**config.mk**
```make
export PLATFORM = sky130hd
export DESIGN_NAME = uart_rx
export DESIGN_NICKNAME = d
export VERILOG_FILES = /design/src/rtl/uart_rx.sv
export SDC_FILE = /design/constraint.sdc
export NUM_CORES = 1
export LEC_CHECK = 0
export ABC_AREA = 1
export CORE_ASPECT_RATIO = 1.5
export CORE_MARGIN = 5
export CORE_UTILIZATION = 25
export CTS_BUF_LIST = sky130_fd_sc_hd__clkbuf_8
export CTS_CLUSTER_SIZE = 14
export DETAILED_ROUTE_END_ITERATION = 8
export HOLD_SLACK_MARGIN = 0.12
export PLACE_DENSITY = 0.47
export SKIP_LAST_GASP = 1
export SYNTH_ARGS = -nofsm -noshare
export SYNTH_HDL_FRONTEND = slang
export SYNTH_SLANG_ARGS = --single-unit
```
**constraint.sdc**
```tcl
create_clock -name clk -period 2.2 [get_ports clk]
set_clock_uncertainty 0.15 [all_clocks]
set_input_delay 0.22 -clock clk [delete_from_list [all_inputs] [get_ports clk]]
set_output_delay 0.22 -clock clk [all_outputs]
set_load 0.005 [all_outputs]
```
**src/rtl/uart_rx.sv**
```systemverilog
// UART receiver with 16x oversampling, configurable data/stop/parity framing,
// and break handling (waits for the line to return high after a stuck-low frame).
module uart_rx #(
  parameter int CLK_FREQ  = 50000000,
  parameter int BAUD_RATE = 115200,
  parameter int DATA_BITS = 8,
  parameter int STOP_BITS = 1,
  parameter int PARITY    = 0
) (
  input  logic                 clk,
  input  logic                 n_rst,
  input  logic                 i_rx,
  output logic [DATA_BITS-1:0] o_data,
  output logic                 o_valid,
  output logic                 o_parity_err,
  output logic                 o_frame_err,
  output logic                 o_busy
);

  localparam int DIV_RAW = CLK_FREQ / (BAUD_RATE * 16);
  localparam int DIV     = (DIV_RAW < 1) ? 1 : DIV_RAW;
  localparam int DIV_W   = (DIV > 1) ? $clog2(DIV) : 1;
  localparam logic [DIV_W-1:0] DIV_LAST = DIV_W'(DIV - 1);
  localparam int BIT_W   = $clog2(DATA_BITS + 1);
  localparam logic [BIT_W-1:0] DATA_LAST = BIT_W'(DATA_BITS - 1);
  localparam logic STOP_LAST = (STOP_BITS == 2);

  typedef enum logic [2:0] {
    S_IDLE,
    S_START,
    S_DATA,
    S_PARITY,
    S_STOP,
    S_WAIT_HIGH
  } state_t;

  logic                 rx_meta_q, rx_sync_q;
  logic [1:0]           flush_q;
  logic                 armed_q;
  state_t               state_q, state_d;
  logic [DIV_W-1:0]     div_cnt_q, div_cnt_d;
  logic [3:0]           tick_cnt_q, tick_cnt_d;
  logic [BIT_W-1:0]     bit_cnt_q, bit_cnt_d;
  logic                 stop_cnt_q, stop_cnt_d;
  logic [DATA_BITS-1:0] shift_q, shift_d;
  logic                 par_bit_q, par_bit_d;
  logic                 ferr_acc_q, ferr_acc_d;
  logic [DATA_BITS-1:0] data_q, data_d;
  logic                 valid_q, valid_d;
  logic                 perr_q, perr_d;
  logic                 ferr_q, ferr_d;
  logic                 tick;
  logic                 par_xor;
  logic                 par_err;
  logic                 frame_bad;

  // Synchronizer plus an arming flag: after reset the line must be seen high
  // (through a flushed synchronizer) before a falling edge can start a frame.
  always_ff @(posedge clk or negedge n_rst) begin
    if (!n_rst) begin
      rx_meta_q <= 1'b1;
      rx_sync_q <= 1'b1;
      flush_q   <= 2'b00;
      armed_q   <= 1'b0;
    end else begin
      rx_meta_q <= i_rx;
      rx_sync_q <= rx_meta_q;
      flush_q   <= {flush_q[0], 1'b1};
      armed_q   <= armed_q | (flush_q[1] & rx_sync_q);
    end
  end

  assign tick = (state_q != S_IDLE) && (div_cnt_q == DIV_LAST);

  always_comb begin
    div_cnt_d = div_cnt_q + 1'b1;
    if ((state_q == S_IDLE) || tick) begin
      div_cnt_d = '0;
    end
  end

  assign par_xor   = (^shift_q) ^ par_bit_q;
  assign par_err   = (PARITY == 1) ? ~par_xor : ((PARITY == 2) ? par_xor : 1'b0);
  assign frame_bad = ferr_acc_q | ~rx_sync_q;

  always_comb begin
    state_d    = state_q;
    tick_cnt_d = tick_cnt_q;
    bit_cnt_d  = bit_cnt_q;
    stop_cnt_d = stop_cnt_q;
    shift_d    = shift_q;
    par_bit_d  = par_bit_q;
    ferr_acc_d = ferr_acc_q;
    data_d     = data_q;
    valid_d    = 1'b0;
    perr_d     = 1'b0;
    ferr_d     = 1'b0;

    case (state_q)
      S_IDLE: begin
        if (armed_q && !rx_sync_q) begin
          state_d    = S_START;
          tick_cnt_d = '0;
          bit_cnt_d  = '0;
          stop_cnt_d = 1'b0;
          par_bit_d  = 1'b0;
          ferr_acc_d = 1'b0;
        end
      end

      S_START: begin
        if (tick) begin
          if (tick_cnt_q == 4'd7) begin
            tick_cnt_d = '0;
            state_d    = rx_sync_q ? S_IDLE : S_DATA;
          end else begin
            tick_cnt_d = tick_cnt_q + 4'd1;
          end
        end
      end

      S_DATA: begin
        if (tick) begin
          tick_cnt_d = tick_cnt_q + 4'd1;
          if (tick_cnt_q == 4'd15) begin
            shift_d = {rx_sync_q, shift_q[DATA_BITS-1:1]};
            if (bit_cnt_q == DATA_LAST) begin
              bit_cnt_d = '0;
              state_d   = (PARITY != 0) ? S_PARITY : S_STOP;
            end else begin
              bit_cnt_d = bit_cnt_q + 1'b1;
            end
          end
        end
      end

      S_PARITY: begin
        if (tick) begin
          tick_cnt_d = tick_cnt_q + 4'd1;
          if (tick_cnt_q == 4'd15) begin
            par_bit_d = rx_sync_q;
            state_d   = S_STOP;
          end
        end
      end

      S_STOP: begin
        if (tick) begin
          tick_cnt_d = tick_cnt_q + 4'd1;
          if (tick_cnt_q == 4'd15) begin
            if (stop_cnt_q == STOP_LAST) begin
              valid_d = 1'b1;
              data_d  = shift_q;
              perr_d  = par_err;
              ferr_d  = frame_bad;
              // A low final stop sample means the line may be in break.
              state_d = rx_sync_q ? S_IDLE : S_WAIT_HIGH;
            end else begin
              stop_cnt_d = 1'b1;
              ferr_acc_d = frame_bad;
            end
          end
        end
      end

      S_WAIT_HIGH: begin
        if (rx_sync_q) begin
          state_d = S_IDLE;
        end
      end

      default: begin
        state_d = S_IDLE;
      end
    endcase
  end

  always_ff @(posedge clk or negedge n_rst) begin
    if (!n_rst) begin
      state_q    <= S_IDLE;
      div_cnt_q  <= '0;
      tick_cnt_q <= '0;
      bit_cnt_q  <= '0;
      stop_cnt_q <= 1'b0;
      shift_q    <= '0;
      par_bit_q  <= 1'b0;
      ferr_acc_q <= 1'b0;
      data_q     <= '0;
      valid_q    <= 1'b0;
      perr_q     <= 1'b0;
      ferr_q     <= 1'b0;
    end else begin
      state_q    <= state_d;
      div_cnt_q  <= div_cnt_d;
      tick_cnt_q <= tick_cnt_d;
      bit_cnt_q  <= bit_cnt_d;
      stop_cnt_q <= stop_cnt_d;
      shift_q    <= shift_d;
      par_bit_q  <= par_bit_d;
      ferr_acc_q <= ferr_acc_d;
      data_q     <= data_d;
      valid_q    <= valid_d;
      perr_q     <= perr_d;
      ferr_q     <= ferr_d;
    end
  end

  assign o_data       = data_q;
  assign o_valid      = valid_q;
  assign o_parity_err = perr_q;
  assign o_frame_err  = ferr_q;
  assign o_busy       = (state_q != S_IDLE);

endmodule

```
==> results.ini, run 1 <==
[place]
portBuffers = 13
gp_congestion = 0.722
dp_hpwl_mm = 2.55

[timing]
rsz0062_at_grt = false
hold_violations = 0
slew_violations = 0
setup_tns_ns = 0
holdWs_ns = 0.177
min_period_ns = 1.94
fin_crit_sh = 0.881
setup_viol = 0
fmax_mhz = 516

[global_routing]
grt_max_degree = 22
grt_usage = 0.0883
grt_pass1_vias = 1360
antenna_found_initial = 0
grt_pass1_wl_mm = 6.29
overflow = 0

[routing]
drt_iter0_markers = 36
drtAntennaViolNets = 0
routed_wl_mm = 3.53
routedWlPerCell_um = 11.0
routed.top_layer = met4
firstDrtPassIters = 2
route.met3.wl_um = 104
vias_per_cell = 4.08
drt-met1-wl_mm = 1.49
wl_met2_mm = 1.83
drc_errors = 0
vias = 1313

[layout]
area_growth_pct = 19.0
finalNetCount = 228
final_common_cell = nand2_1
drive_gt1_frac = 0.198
n_antenna_cell = 0
final_cell_mix = nand2_1, dfrtp_1, inv_1, o21ai_2

[floorplan]
dieArea_um2 = 9420
start_util = 0.258
dieWidth_um = 80.9
die_y_um = 116
rows = 38
core_um2 = 7320
ios = 15

[logic_synthesis]
ys_warn_count = 0
yosysUniqueCellTypes = 28
synthesis.area_um2 = 1890
syn-num-nets = 209
seq_area_frac_synth = 0.532
synthCells = 202
ys_ff_latch = 40
avgSynthCellArea_um2 = 9.33

[worst_setup_path]
crit_family = flip-flops
worstPathRequired_ns = 1.83
critPathMaxStageDelay_ns = 0.48
arrival_ns = 1.57
start_kind = register
critPathCaptureType = output port
critPathMaxFanout = 6
slowest_stage = dfrtp_1
ff2ff_setup_slack_ns = 0.38
r2r_start = tick_cnt_q[0]$_DFFE_PN0P_
critPathLaunch = state_q[0]$_DFFE_PN0P_
cp_num_buf_inv = 1
critPathKind = register to output port
crit_chain = nor2_2, nand2_2, clkdlybuf4s50_1

[hold_path]
min_from = i_rx
hp-class = primary input to register

[run]
maxCapViolCount = 0

[clock_tree]
path_clk_slew_ns = 0.07
cts_root_buf = clkbuf_8
clockBufferDepth = 2
cts_inserted_buffers = 5
clock_latency_ns = 0.30
h-tree-depth = 2
clock_sinks = 40
cts_setup_buffers = 0
cts_tree = yes

[power]
power_w = 0.00215
powerDensity_nw_per_um2 = 960
ir_drop_mv = 0.426
power_leakage_nw = 1.04

[run_status]
status = complete, no violations

-- per-stage QoR --
stage	area [um2]	utilization	std cells	worst slack (ns)
6_report	2240	0.306	322	0.262
3_5_place_dp	2130	0.290	313	0.363
3_3_place_gp	2130	0.290	313	0.401
2_1_floorplan	1890	-	202	0.643
4_1_cts	2240	0.306	322	0.239
5_1_grt	2240	0.306	322	0.164
-- final cells by class --
cell class | count | area [um2]
Timing Repair Buffer | 15 | 155
Clock inverter | 3 | 38.8
Clock buffer | 5 | 68.8
Tap cell | 100 | 125
Sequential cell | 40 | 1000
Inverter | 23 | 86.3
Multi-Input combinational cell | 136 | 766
Fill cell | 803 | 5080
-- worst reg2reg max path, cell delays in order, from the launching register on --
cell and delay (ns):
dfrtp_1 0.39, ha_1 0.22, nand2_1 0.07, nor2_2 0.23, nand3_2 0.39, nand2_1 0.20
o21ai_2 0.06
-- final timing paths --
kind                                          endpoint  cells past startpoint
worst max-delay path                            o_busy                      3
worst min-delay path               rx_meta_q$_DFF_PN1_                      1
worst max register to register  shift_q[4]$_DFFE_PN0P_                      6
worst min register to register    flush_q[1]$_DFF_PN0_                      0
max in group asynchronous        o_data[1]$_DFFE_PN0P_                      3
min in group asynchronous        o_data[6]$_DFFE_PN0P_                      2
-- state kept, by name, summed over array words and instances (netlist names) --
signal,count
armed_q,1
bit_cnt_q,4
div_cnt_q,5
ferr_acc_q,1
flush_q,2
o_data,8
o_frame_err,1
o_valid,1
rx_meta_q,1
rx_sync_q,1
shift_q,8
state_q,3
tick_cnt_q,4
-- cells in the mapped netlist --
| library cell | number | area [um2] |
|---|---|---|
| o21ai_2 | 15 | 131 |
| buf_6 | 2 | 22.5 |
| or2_0 | 1 | 6.26 |
| nor2_1 | 6 | 22.5 |
| nor3_1 | 1 | 5.00 |
| inv_1 | 21 | 78.8 |
| a21oi_2 | 1 | 8.76 |
| inv_2 | 2 | 7.51 |
| buf_4 | 1 | 7.51 |
| o21ai_1 | 4 | 20.0 |
| nand3_2 | 3 | 30.0 |
| a21oi_1 | 2 | 10.0 |
| nor2_2 | 3 | 18.8 |
| ha_1 | 4 | 50.1 |
| dfrtp_1 | 38 | 951 |
| xnor2_1 | 1 | 8.76 |
| nand4_1 | 3 | 18.8 |
| conb_1 | 2 | 7.51 |
| xor2_1 | 4 | 35.0 |
| o21a_1 | 1 | 7.51 |
| nor2_4 | 2 | 22.5 |
| nand3_1 | 12 | 60.1 |
| or2_2 | 1 | 6.26 |
| nand2_2 | 5 | 31.3 |
| o21ai_0 | 6 | 30.0 |
| nand2_1 | 58 | 218 |
| dfstp_2 | 2 | 52.6 |
| nand3_4 | 1 | 17.5 |
-- logic make-up (layout without fill, tap and decap cells) --
family,Yosys count,after routing,share of synthesized area
adder cells (fa/ha/maj),4,4,0.0265
flip-flops,40,40,0.532
AND/OR/NAND/NOR,96,96,0.242
buffers and inverters,26,46,0.0617
AO/OA/AOI/OAI,29,29,0.110
other,2,2,0.00398
XOR/XNOR,5,5,0.0232
-- what timing repair did --
item | CTS | global route
gates resized for setup | 0 | 0
hold endpoints to repair | 40 | 0
hold buffers | 1 | 0
setup endpoints to repair | 0 | 0
-- metal layers --
layer  track usage  vias to the layer above
met1        0.0941                      617
li1              -                      674
met4        0.0507                        0
met2         0.155                       13
met3        0.0239                        9
met5             0                        -
-- power by group --
part	total, W	internal [W]	switching, W	leakage, nW
Combinational	0.000640	0.000217	0.000423	0.442
Sequential	0.000927	0.000817	0.000109	0.535
Clock	0.000587	0.000332	0.000255	0.0593
Total	0.00215	0.00137	0.000787	1.04
(Power assumes the default switching activity.)
==> run 2, diff against run 1 <==
- CORE_UTILIZATION: 25 -> 60
- PLACE_DENSITY: 0.47 -> 0.88
==> run 2 against run 1 <==
Net effect: design area is 4.2% lower; combinational power shrank 0.9%; hold slack improved by 0.0018 ns; critical path depth did not move; non-clock buffer count shrank 1; core utilization increased by 39 points; maximum frequency grew 1.2%; count of clock-buffer cells in the layout stayed put; power shrank 0.81%; sequential cell count stayed put; die area shrank 53%; via count up 0.61%; critical endpoint unchanged; largest cell class unchanged; largest power group unchanged; highest routed layer unchanged.
==> results.ini, run 2 (synthesis gave the netlist of run 1 again) <==
[power]
p_int_w = 0.00136
ir_drop_mv = 0.909
p_sw_w = 0.000773
pwr-share-seq = 0.433
switching_share = 0.362
powerDensity_nw_per_um2 = 994
power_leakage_nw = 1.03
combPwrFrac = 0.297
clkPwrFrac = 0.271

[timing]
rsz0062_at_grt = false
slew_headroom = 0.435
setup_tns_ns = 0
fin_crit_sh = 0.870
setup_viol = 0
min_period_ns = 1.91
worst_pin_slew_ns = 0.848
slew_violations = 0
fmax_mhz = 522
hold_violations = 0

[clock_tree]
cts_tree = yes
ctsResizeCount = 0
clock_latency_ns = 0.29
cts_root_buf = clkbuf_8
path_clk_slew_ns = 0.07
clockBufferDepth = 2
cts_setup_buffers = 0
h-tree-depth = 2
clock_sinks = 40
cts_inserted_buffers = 5
hold_buffers = 1

[place]
placed_area_um2 = 2030
portBuffers = 13
dp_hpwl_mm = 2.27
gp_congestion = 0.791

[floorplan]
start_util = 0.609
dieWidth_um = 55.8
ios = 15
die_y_um = 78.7
rows = 25
dieArea_um2 = 4390
core_um2 = 3100

[run]
maxCapViolCount = 0

[layout]
final-seq-area_um2 = 1000
multi_input_area_um2 = 766
drive_gt1_frac = 0.195
finalNetCount = 227
final_common_cell = nand2_1
area_growth_pct = 13.9
final_area_um2 = 2150
final_cell_mix = nand2_1, dfrtp_1, inv_1, o21ai_2
fillCellCount = 228
n_antenna_cell = 0

[worst_setup_path]
arrival_ns = 1.54
slowest_stage = dfrtp_1
critPathCaptureType = output port
critPathMaxFanout = 6
start_kind = register
critPathKind = register to output port
crit_chain = nor2_2, nand2_2, clkdlybuf4s50_1
critPathMaxStageDelay_ns = 0.47
worstPathRequired_ns = 1.83

[routing]
drt-met1-wl_mm = 1.34
route.met3.wl_um = 85
drtAntennaViolNets = 0
drt_iter0_markers = 28
drc_errors = 0
routed.top_layer = met4
routed_wl_mm = 3.18
firstDrtPassIters = 4
routedWlPerCell_um = 12.2
vias_per_cell = 5.06
vias = 1321
wl_met2_mm = 1.69

[hold_path]
hp-class = primary input to register

[global_routing]
overflow = 0
grt_max_degree = 41
grt_pass1_wl_mm = 5.93
grt_pass1_vias = 1336
grt_usage = 0.172
antenna_found_initial = 0

[run_status]
status = complete, no violations

[run 2: changes by cell type in the layout (fill, tap and decap cells not counted), sizes merged]
cell,previous run,this run
buf,2,1
[run 2: power groups by stage]
stage,Clock [W],Sequential [W],Combinational [W]
2_1_floorplan,0,0.000913,0.000487
3_3_place_gp,0,0.000932,0.000622
3_5_place_dp,0,0.000936,0.000641
4_1_cts,0.000588,0.000922,0.000644
5_1_grt,0.000631,0.000938,0.000721
6_report,0.000579,0.000924,0.000634
[run 2: worst paths after layout]
check,start,to,slack (ns),cells past startpoint
min,i_rx,rx_meta_q$_DFF_PN1_,0.18,1
max in group asynchronous,n_rst,o_data[1]$_DFFE_PN0P_,0.95,2
min reg2reg,rx_meta_q$_DFF_PN1_,rx_sync_q$_DFF_PN1_,0.21,0
max reg2reg,div_cnt_q[0]$_DFF_PN0_,shift_q[5]$_DFFE_PN0P_,0.38,9
min in group asynchronous,n_rst,flush_q[0]$_DFF_PN0_,0.42,2
max,state_q[0]$_DFFE_PN0P_,o_busy,0.29,3
[run 2: layout make-up]
type	instances	share of cell area
Clock buffer	5	0.0320
Clock inverter	3	0.0181
Inverter	23	0.0402
Multi-Input combinational cell	136	0.356
Sequential cell	40	0.467
Tap cell	40	0.0233
Timing Repair Buffer	14	0.0629
[run 2: through the flow]
step,worst slack [ns],util,hold WS [ns],power [W],instances
after global routing,0.179,0.694,0.171,0.00229,261
after global placement,0.454,0.656,0.195,0.00155,252
final,0.285,0.694,0.178,0.00214,261
after detailed placement,0.405,0.656,0.199,0.00158,252
after floorplan,0.643,-,-0.226,0.00140,202
after CTS,0.275,0.694,0.174,0.00215,261
[run 2: worst max-delay path, delay by kind of cell, from the launching register on]
family	cells	cell delay (ns)
AND/OR/NAND/NOR	2	0.32
buffers and inverters	1	0.47
flip-flops	1	0.47
[run 2: per-layer routing]
layer  track usage  vias to the layer above
li1              -                      672
met5             0                        -
met3        0.0428                        5
met1         0.200                      629
met4        0.0803                        0
met2         0.295                       15
==> run 3, diff against run 2 <==
- CORE_ASPECT_RATIO: 1.5 -> unset
- clock period: 2.2 -> 2.1 ns (I/O delays scaled with it)
==> run 3 against run 2 <==
Net effect: power decreased by 2.5%; first-iteration DRC count increased to 2.6 times the previous value; non-clock buffer count increased by 1; combinational power increased by 5.4%.
==> results.ini, run 3 (synthesis gave the netlist of run 1 again) <==
[run_status]
status = complete, no violations

[floorplan]
dieArea_um2 = 4360
start_util = 0.623
dieWidth_um = 66.1
rows = 20
core_um2 = 3030
ios = 15
die_y_um = 66.1

[clock_tree]
clock_latency_ns = 0.28
cts_root_buf = clkbuf_8
clockBufferDepth = 2
cts_inserted_buffers = 5
path_clk_slew_ns = 0.06
cts_tree = yes
h-tree-depth = 2
clock_sinks = 40
cts_setup_buffers = 0

[timing]
rsz0062_at_grt = false
fmax_mhz = 528
slew_violations = 0
fin_crit_sh = 0.902
setup_tns_ns = 0
fin_ws_ns = 0.206
hold_violations = 0
min_period_ns = 1.89
setup_viol = 0

[power]
switching_share = 0.374
p_sw_w = 0.000779
clkPwrFrac = 0.216
combPwrFrac = 0.321
power_leakage_nw = 1.02
p_int_w = 0.00130
ir_drop_mv = 0.731
powerDensity_nw_per_um2 = 977
pwr-share-seq = 0.463

[hold_path]
min_from = i_rx
min_to = rx_meta_q$_DFF_PN1_
whs_path_depth = 1
hp-class = primary input to register

[layout]
finalNetCount = 228
n_antenna_cell = 0
area_growth_pct = 13.0
final_common_cell = nand2_1
drive_gt1_frac = 0.195
final_cell_mix = nand2_1, dfrtp_1, inv_1, o21ai_2

[worst_setup_path]
arrival_ns = 1.53
critPathMaxFanout = 6
rr_endpoint = shift_q[5]$_DFFE_PN0P_
critPathKind = register to output port
critPathCaptureType = output port
r2r_cells = 9
start_kind = register
worstPathRequired_ns = 1.74
ff2ff_setup_slack_ns = 0.26
r2r_start = div_cnt_q[0]$_DFF_PN0_

[routing]
routed_wl_mm = 3.04
drt_iter0_markers = 74
drc_errors = 0
vias_per_cell = 5.01
routedWlPerCell_um = 11.5
firstDrtPassIters = 4
drtAntennaViolNets = 0
vias = 1327

[place]
dp_hpwl_mm = 2.16
pre_cts_ws_ns = 0.292
gp_congestion = 0.853
portBuffers = 13

[global_routing]
grt_usage = 0.173
grt_max_degree = 41
overflow = 0
grt_pass1_wl_mm = 5.81
antenna_found_initial = 0
grt_pass1_vias = 1356

[run]
maxCapViolCount = 0

[run 3: cell type report]
type / count / area [um2]
inverters: 23 / 86.3
fillers: 229 / 897
flip-flops and latches: 40 / 1000
clock inverters: 2 / 8.76
clock buffers: 5 / 68.8
well taps: 44 / 55.1
repair buffers: 15 / 143
multi-input cells: 136 / 766
[run 3: worst max path at each step]
stage | depth (start not counted) | slack [ns] | start | to
after floorplan | 10 | 0.54 | div_cnt_q[0]$_DFF_PN0_ | shift_q[0]$_DFFE_PN0P_
after global placement | 9 | 0.34 | div_cnt_q[0]$_DFF_PN0_ | shift_q[5]$_DFFE_PN0P_
after detailed placement | 6 | 0.29 | tick_cnt_q[0]$_DFFE_PN0P_ | shift_q[4]$_DFFE_PN0P_
after CTS | 3 | 0.20 | state_q[0]$_DFFE_PN0P_ | o_busy
after global routing | 9 | 0.10 | div_cnt_q[0]$_DFF_PN0_ | shift_q[5]$_DFFE_PN0P_
final | 3 | 0.21 | state_q[0]$_DFFE_PN0P_ | o_busy
[run 3: routing by layer]
| metal | track usage | routed length [um] | vias to the layer above |
|---|---|---|---|
| met4 | 0.0812 | 40 | 0 |
| met2 | 0.272 | 1540 | 12 |
| met1 | 0.226 | 1380 | 633 |
| met3 | 0.0408 | 76 | 5 |
| li1 | - | - | 677 |
| met5 | 0 | 0 | - |
[run 3: repair_timing]
item	in CTS	in global routing
endpoints found under the hold margin	38	0
hold buffers	1	0
gates resized for setup	0	0
[run 3: power groups by stage]
stage	combinational, W	clock (W)	sequential, W
4_1_cts	0.000674	0.000467	0.000964
2_1_floorplan	0.000510	0	0.000956
5_1_grt	0.000764	0.000505	0.000981
3_5_place_dp	0.000668	0	0.000978
3_3_place_gp	0.000642	0	0.000976
6_report	0.000668	0.000449	0.000965
[run 3: critical path: stages, from the launching register on]
cell             delay (ns)
dfrtp_1                0.46
nor2_2                 0.19
nand2_2                0.14
clkdlybuf4s50_1        0.47
[run 3: metrics by stage]
stage / hold WS [ns] / cells / area [um2] / util / power (W)
global placement: 0.138 / 257 / 2040 / 0.675 / 0.00162
detailed placement: 0.139 / 257 / 2040 / 0.675 / 0.00165
global route: 0.187 / 265 / 2130 / 0.704 / 0.00225
finish: 0.189 / 265 / 2130 / 0.704 / 0.00208
floorplan: -0.236 / 202 / 1890 / - / 0.00147
CTS: 0.178 / 265 / 2130 / 0.704 / 0.00211
